===== src/rtl/serial_addsub.sv =====
// Bit-serial adder/subtractor: one full-adder slice and one carry flop, one bit per clock, LSB first.
// Returns sum/difference with carry-out and signed overflow under a start/busy/done handshake.
module serial_addsub #(
   parameter int WIDTH = 8
) (
   input  logic             clk,
   input  logic             rst,
   input  logic             start,
   input  logic             M,
   input  logic [WIDTH-1:0] A,
   input  logic [WIDTH-1:0] B,
   output logic             busy,
   output logic             done,
   output logic [WIDTH-1:0] D,
   output logic             Cout,
   output logic             V
);

   localparam int CW = $clog2(WIDTH) + 1;

   typedef enum logic [1:0] {
      IDLE = 2'd0,
      RUN  = 2'd1,
      DONE = 2'd2
   } state_t;

   state_t           r_state;
   state_t           w_next;
   logic [WIDTH-1:0] r_aSr;
   logic [WIDTH-1:0] r_bSr;
   logic             r_c;
   logic [CW-1:0]    r_cnt;
   logic             r_busy;
   logic             r_done;
   logic [WIDTH-1:0] r_d;
   logic             r_cout;
   logic             r_v;

   logic w_accept;
   logic w_lastBit;
   logic w_sum;
   logic w_carry;

   assign w_accept  = start && ((r_state == IDLE) || (r_state == DONE));
   assign w_lastBit = (r_state == RUN) && (r_cnt == CW'(WIDTH - 1));
   assign w_sum     = r_aSr[0] ^ r_bSr[0] ^ r_c;
   assign w_carry   = (r_aSr[0] & r_bSr[0]) | (r_c & (r_aSr[0] ^ r_bSr[0]));

   always_comb begin
      w_next = r_state;
      case (r_state)
         IDLE:    if (w_accept) w_next = RUN;
         RUN:     if (w_lastBit) w_next = DONE;
         DONE:    w_next = w_accept ? RUN : IDLE;
         default: w_next = IDLE;
      endcase
   end

   // busy/done are decoded from the next state so they come straight out of flops.
   always_ff @(posedge clk) begin
      if (rst) begin
         r_state <= IDLE;
         r_busy  <= 1'b0;
         r_done  <= 1'b0;
      end else begin
         r_state <= w_next;
         r_busy  <= (w_next == RUN);
         r_done  <= (w_next == DONE);
      end
   end

   // The sum bits are shifted into the MSB end of the A shift register as its bits are consumed,
   // so after WIDTH cycles that register holds the result without a separate accumulator.
   always_ff @(posedge clk) begin
      if (rst) begin
         r_aSr  <= '0;
         r_bSr  <= '0;
         r_c    <= 1'b0;
         r_cnt  <= '0;
         r_d    <= '0;
         r_cout <= 1'b0;
         r_v    <= 1'b0;
      end else if (w_accept) begin
         r_aSr <= A;
         r_bSr <= B ^ {WIDTH{M}};
         r_c   <= M;
         r_cnt <= '0;
      end else if (r_state == RUN) begin
         r_aSr <= {w_sum, r_aSr[WIDTH-1:1]};
         r_bSr <= {1'b0, r_bSr[WIDTH-1:1]};
         r_c   <= w_carry;
         r_cnt <= r_cnt + CW'(1);
         if (w_lastBit) begin
            r_d    <= {w_sum, r_aSr[WIDTH-1:1]};
            r_cout <= w_carry;
            r_v    <= r_c ^ w_carry;
         end
      end
   end

   assign busy = r_busy;
   assign done = r_done;
   assign D    = r_d;
   assign Cout = r_cout;
   assign V    = r_v;

endmodule


===== config.mk =====
export PLATFORM = sky130hd
export DESIGN_NAME = serial_addsub
export DESIGN_NICKNAME = d
export VERILOG_FILES = /design/src/rtl/serial_addsub.sv
export SDC_FILE = /design/constraint.sdc
export NUM_CORES = 1
export LEC_CHECK = 0
export ABC_CLOCK_PERIOD_IN_PS = 2800
export CAP_MARGIN = 15
export CORE_ASPECT_RATIO = 1.75
export CORE_MARGIN = 8
export CORE_UTILIZATION = 52
export DETAILED_ROUTE_END_ITERATION = 12
export PLACE_DENSITY_LB_ADDON = 0.08
export SLEW_MARGIN = 20
export SYNTH_ARGS = -nofsm -noshare
export SYNTH_HDL_FRONTEND = slang
export SYNTH_SLANG_ARGS = --single-unit

===== constraint.sdc =====
create_clock -name clk -period 2.8 [get_ports clk]
set_input_delay 0.7 -clock clk [delete_from_list [all_inputs] [get_ports clk]]
set_output_delay 0.7 -clock clk [all_outputs]
set_load 0.02 [all_outputs]

==> impl_results.md, run 1 <==
* CTS tree: yes
* CTS sink count at 35
* Final Routed Wirelength at ~3.5 mm
* Initial core utilization at between 50% and 60%
* Antenna violations before repair at 0
* Worst Tran Pin Value at 712.8 ps
* Tmin final at approximately 2000 ps
* Wire length per cell at approximately 16 um
* FF-to-FF Start: r_state[0]$_SDFF_PP0_
* Syn Area/Cell at just under 10 um^2
* Area leader, netlist: dfxtp_1
* Layout Utilization at roughly two thirds
* Flop2flop setup slack at approximately 1100 ps
* Cts repair resizes at 0
* Clock skew at 5.673 ps
* WS Path Type: in -> reg
* Final setup fails at 0
* Synth cell count leaders: 35 x dfxtp_1, 15 x nand2_1, 10 x nor2_1, 10 x nor3_1, 10 x xor2_1
* IO buf count at 31
* H-tree lvl count at 2
* Total Power at roughly 1.1 mW
* Syn-to-layout area delta at 24.59%
* Global-route wire length before repair at roughly 6 mm
* Total global-route track usage at ~15%
* Row cnt at 26
* Ys async rst share at 0%
* Post-CTS setup buffer count at 0
* DR iter-0 viols at 30
* Top-count cell post-synth: dfxtp_1
* Core ar. at around 2800 um^2
* Synthesized Nets at ~180
* Slew HR at 52.48%
* Placed Area at between 1500 and 2000 um^2
* RSZ-0062 raised after global routing: no
* Die Wd at 56.76 um
* Ant diodes at 0
* Worst-path maximum fanout at 15
* HP Class: reg -> reg
* Antenna Nets Post-Route at 0
* CP endpoint kind: flop
* Post-synth EDFFs at 0
* # IOs at 32
* DRC at 0
* Max cap viols at 0
* Final Cycle Share at 71.28%
* Max Slew Vio Count at 0
* Vias in the first global route at 1436
* Clock Path Buffers at 2
* Share of cells above drive strength 1 at 11.29%
* YS warnings at 0
* Post-Syn Area at 1511 um^2
* Setup total negative slack at 0 ps
* Setup slack at placement at a little under 500 ps
* CP startpoint kind: input port
* Layout Nets at between 200 and 250
* Ranking of synthesized cells by area: dfxtp_1 46%, a22o_2 6.0%, xor2_1 5.8%
* Clk_lat worst skew at 280 ps
* Crit path required time at around 3000 ps
* WP data arrival at around 2200 ps
* Clock-pin slew on the worst setup and hold paths at about 70 ps
* Fin area at roughly 1900 um^2
* Yosys reg bits at 35
* Die Ht at about 87 um
* CTS buffer count at 5
* GRT overflow at 0
* Hold Startpoint: r_bSr[0]$_SDFFE_PP0P_
* Largest net degree at the start of global routing at 20
* CTS root buffer: clkbuf_8
* Gate Count Post-Synth at 157
* Pwr Density at 557.7 nW/um^2
* Drt pass-1 iters at 4
* Main flop type after synthesis: dfxtp_1
* P_leak at 0.7126 nW
* Crit path from: rst
* Vias per cell at 5.864
* Detailed placer's ending HPWL at around 2.6 mm
* Yosys cell types at 33
* Share of the synthesized area in the top cell type at ~46%
* Max Fclk at between 0.5 and 0.6 GHz
* Peak supply drop at roughly 0.39 mV
* DR vias at around 1300
* Status: finished, final reports clean
* Worst setup margin at 804.2 ps
* Die Area at 4956 um^2
* # hold bufs at CTS at 0
* Routability cong. at roughly 0.77
* Hold Vio Cnt, Final at 0
* Part of the Yosys area used for sequential elements at a little under half
layer usage:
metal / up-vias / wire [um] / global-route usage [%]
met4: 0 / 93 / 9.871
met3: 7 / 182 / 4.386
met5: - / 0 / 0
met2: 36 / 1869 / 27.35
met1: 602 / 1348 / 14.24
li1: 610 / - / -
final timing paths:
check / to / cells past startpoint
max: busy$_SDFF_PP0_ / 3
min: r_bSr[0]$_SDFFE_PP0P_ / 2
max reg2reg: r_cnt[3]$_SDFFE_PP0P_ / 3
min reg2reg: r_bSr[0]$_SDFFE_PP0P_ / 2
metrics by stage:
| step | hold WS, ps | std cells |
|---|---|---|
| floorplan | 444.0 | 157 |
| detailed placement | 463.7 | 207 |
| CTS | 472.0 | 214 |
| global route | 499.6 | 214 |
| finish | 472.6 | 214 |
| global placement | 454.5 | 207 |
sequential cells by signal (all words and copies together) (netlist names):
name     flops
D            8
r_aSr        8
r_bSr        8
r_cnt        4
r_state      2
Cout         1
V            1
busy         1
done         1
r_c          1
power breakdown:
part,internal (mW),switching [mW],total [mW]
combinational,0.0677,0.0746,0.142
clock,0.193,0.171,0.364
sequential,0.525,0.0192,0.544
total,0.785,0.265,1.05
layout by cell type (no fill, tap or decap):
cell type and count:
a22oi_1 4, inv_1 5, clkinv_2 1, nor3_4 1, mux2i_1 1, nand4_1 1
a311oi_1 6, o32ai_1 1, a21boi_0 2, nand2_1 15, a21oi_1 6, clkbuf_8 6
xor2_1 10, fa_1 1, buf_4 3, nor2_1 10, o41ai_1 1, o21ba_1 1
nand3b_1 2, xnor2_1 1, dfxtp_1 35, o22ai_1 4, nor3b_1 1, ha_1 1
mux2_1 1, clkdlybuf4s50_1 31, and2b_1 2, a22o_2 9, nand2b_1 5, nor3_1 10
nor2b_1 1, nand3_1 5, nand3b_2 1, o21ai_0 2
cell type report:
class	count	area [um^2]
inverter	5	18.77
timing repair buffer	34	332.8
multi-input combinational	105	708.2
sequential	35	700.7
tap	28	35.03
clock buffer	6	82.58
clock inverter	1	5.005
fill	250	947.2
cells by family (layout without fill, tap and decap cells):
group,count (synthesis),after routing,synth area share [%]
AO/OA/AOI/OAI,36,36,18.54
XOR/XNOR,11,11,6.374
adder cells (fa/ha/maj),2,2,2.152
buffers and inverters,17,46,6.788
flip-flops,35,35,46.36
multiplexers,2,2,1.407
AND/OR/NAND/NOR,54,54,18.38
worst max-delay path, stage by stage:
cell             delay, ps
clkdlybuf4s50_1        690
o21ba_1                600
a21boi_0               210
Power figures use the tool's default switching activity.
==> run 2: changes to the inputs <==
- ABC_CLOCK_PERIOD_IN_PS: 2800 -> 1790
- CORE_UTILIZATION: 52 -> 45
- clock period: 2.8 -> 1.79 ns (I/O delays scaled with it)
==> run 2 against run 1 <==
Cell count is 14% higher. Count of clock-buffer cells in the layout is 2 higher. First-iteration DRC count is 47% lower. Global-route usage is 1.5 points lower. Non-clock buffer count is 11 higher. Sequential power is 56% higher. Critical path depth is 2 lower. Via count is 1.3% higher. Largest cell class unchanged.
==> impl_results.md, run 2 (synthesis results as in run 1) <==
* Max Fclk at between 0.5 and 0.6 GHz
* WP buf/inv at 1 (unchanged)
* CTS root buffer: clkbuf_8
* Hold Vio Cnt, Final at 0 (unchanged)
* Final setup fails at 0 (unchanged)
* Slew HR at 72.94% (+20 points)
* Post-CTS setup buffer count at 0 (unchanged)
* Cts repair resizes at 0 (unchanged)
* Filler Cell Count at 320 (+28%)
* RSZ-0062 raised after global routing: no
* Crit path required time at 1340 ps (-1670 ps)
* Die Ht at 92.67 um (+6.1%)
* Core ar. at 3293 um^2 (+16%)
* Flop2flop setup slack at 360 ps (-720 ps)
* Status: finished, final reports clean
* CTS buffer count at 5 (unchanged)
* Drt pass-1 iters at 4 (unchanged)
* Routability cong. at 0.8049 (+4.9%)
* Row cnt at 28 (+7.7%)
* DR vias at 1271 (+1.3%)
* Tmin final at approximately 1700 ps
* CTS tree: yes
* CP startpoint kind: flop
* Slowest CP cell: clkdlybuf4s50_1
* Largest net degree at the start of global routing at 12 (-40%)
* Clk_lat worst skew at 280 ps (about the same)
* Syn-to-layout area delta at 33.11%
* Global-route wire length before repair at 5.851 mm (-4.4%)
* Clock-pin slew on the worst setup and hold paths at 70 ps (about the same)
* Final Cycle Share at between 90% and 100%
* Peak supply drop at 0.6638 mV (+69%)
* Clock Path Buffers at 2 (unchanged)
* CP endpoint kind: primary output
* Worst-path maximum fanout at 2 (-13)
* Layout Nets at 219 (+5.3%)
* Final Routed Wirelength at 3.466 mm (-0.80%)
* WS Path Type: reg -> out
* DRC at 0 (unchanged)
* R2R Path End: D[0]$_SDFFE_PP0P_
* Pwr Density at 853.6 nW/um^2 (+53%)
* Wire length per cell at 14.26 um (-13%)
* Die Wd at 59.81 um (+5.4%)
* Crit-path cells: clkdlybuf4s50_1
* IO buf count at 31 (unchanged)
* Setup total negative slack at 0 ps (unchanged)
* Antenna Nets Post-Route at 0 (unchanged)
* Hold Startpoint: r_aSr[0]$_SDFFE_PP0P_
* Initial core utilization at 45.90% (-7.5 points)
* Share of cells above drive strength 1 at 16.16% (+4.9 points)
* H-tree lvl count at 2 (unchanged)
* Vias in the first global route at 1294 (-9.9%)
* Total global-route track usage at 13.69% (-1.5 points)
* Worst Hold Depth at 2 (unchanged)
* # hold bufs at CTS at 0 (unchanged)
* Worst Tran Pin Value at 404.5 ps (-308.3 ps)
* CTS sink count at 35 (unchanged)
* Layout Utilization at 61.09% (-5.4 points)
* FF-to-FF path depth at 5 (+2)
* # IOs at 32 (unchanged)
* DR iter-0 viols at 16 (-47%)
* HP Class: reg -> reg
* Antenna violations before repair at 0 (unchanged)
* Clock skew at 1.889 ps (-3.785 ps)
* Max cap viols at 0 (unchanged)
* Max Slew Vio Count at 0 (unchanged)
* Die Area at 5542 um^2 (+12%)
* Worst path max stage delay at 610 ps (-80 ps)
* GRT overflow at 0 (unchanged)
* WP data arrival at 1230 ps (-970 ps)
* Hold Path End: r_aSr[0]$_SDFFE_PP0P_
* Leading cell type in the layout, fill and taps excluded: dfxtp_1
* Most frequent cells in the layout: 35 x dfxtp_1, 31 x clkdlybuf4s50_1, 15 x nand2_1
* Detailed placer's ending HPWL at 2.655 mm (+3.8%)
* Ant diodes at 0 (unchanged)
* Vias per cell at 5.230 (-11%)
* P_leak at 0.7745 nW (+8.7%)
* Crit-path leading delay family: buffers and inverters
* FF-to-FF Start: r_cnt[0]$_SDFFE_PP0P_
[run 2: tightest hold or removal path, cell delays in order, from the launching register on]
cell and delay (ps):
dfxtp_1 310, nand3_1 60, a21oi_1 60
[run 2: area by class of cell]
cell class	count	area, um^2	area share [%]
flip-flops and latches	35	700.7	34.83
multi-input cells	105	708.2	35.20
clock buffers	8	100.1	4.975
inverters	5	18.77	0.9328
well taps	45	56.30	2.799
repair buffers	45	427.9	21.27
[run 2: where the power goes]
part | leakage (nW) | switching, mW | internal (mW)
logic | 0.437 | 0.122 | 0.129
clock network | 0.0515 | 0.265 | 0.351
registers | 0.286 | 0.0286 | 0.821
total | 0.774 | 0.416 | 1.30
[run 2: worst max-delay path by stage]
| stage | startpoint | to | slack [ps] | cells past startpoint |
|---|---|---|---|---|
| 2_1_floorplan | r_cnt[0]$_SDFFE_PP0P_ | Cout$_SDFFE_PP0P_ | 510 | 5 |
| 3_3_place_gp | rst | D[6]$_SDFFE_PP0P_ | 30 | 4 |
| 3_5_place_dp | rst | D[0]$_SDFFE_PP0P_ | 20 | 4 |
| 4_1_cts | D[0]$_SDFFE_PP0P_ | D[0] | 90 | 1 |
| 5_1_grt | D[1]$_SDFFE_PP0P_ | D[1] | 70 | 1 |
| 6_report | D[7]$_SDFFE_PP0P_ | D[7] | 110 | 1 |
[run 2: per-layer routing]
layer	global-route usage (%)	vias up	part of all wire [%]
met5	0	-	0
met4	6.413	0	1.6
met3	4.444	4	4.7
met2	23.89	32	53
met1	13.98	600	40
li1	-	635	-
[run 2: stage by stage]
step           total power, mW  area [um^2]  std cells  hold WS (ps)  setup slack, ps
2_1_floorplan            1.018         1511        157         444.0            511.6
3_3_place_gp             1.112         1912        235         458.6            27.82
3_5_place_dp             1.119         1912        235         463.1            16.59
4_1_cts                  1.735         2012        243         474.9            91.88
5_1_grt                  1.804         2012        243         492.4            67.48
6_report                 1.717         2012        243         469.3            112.2
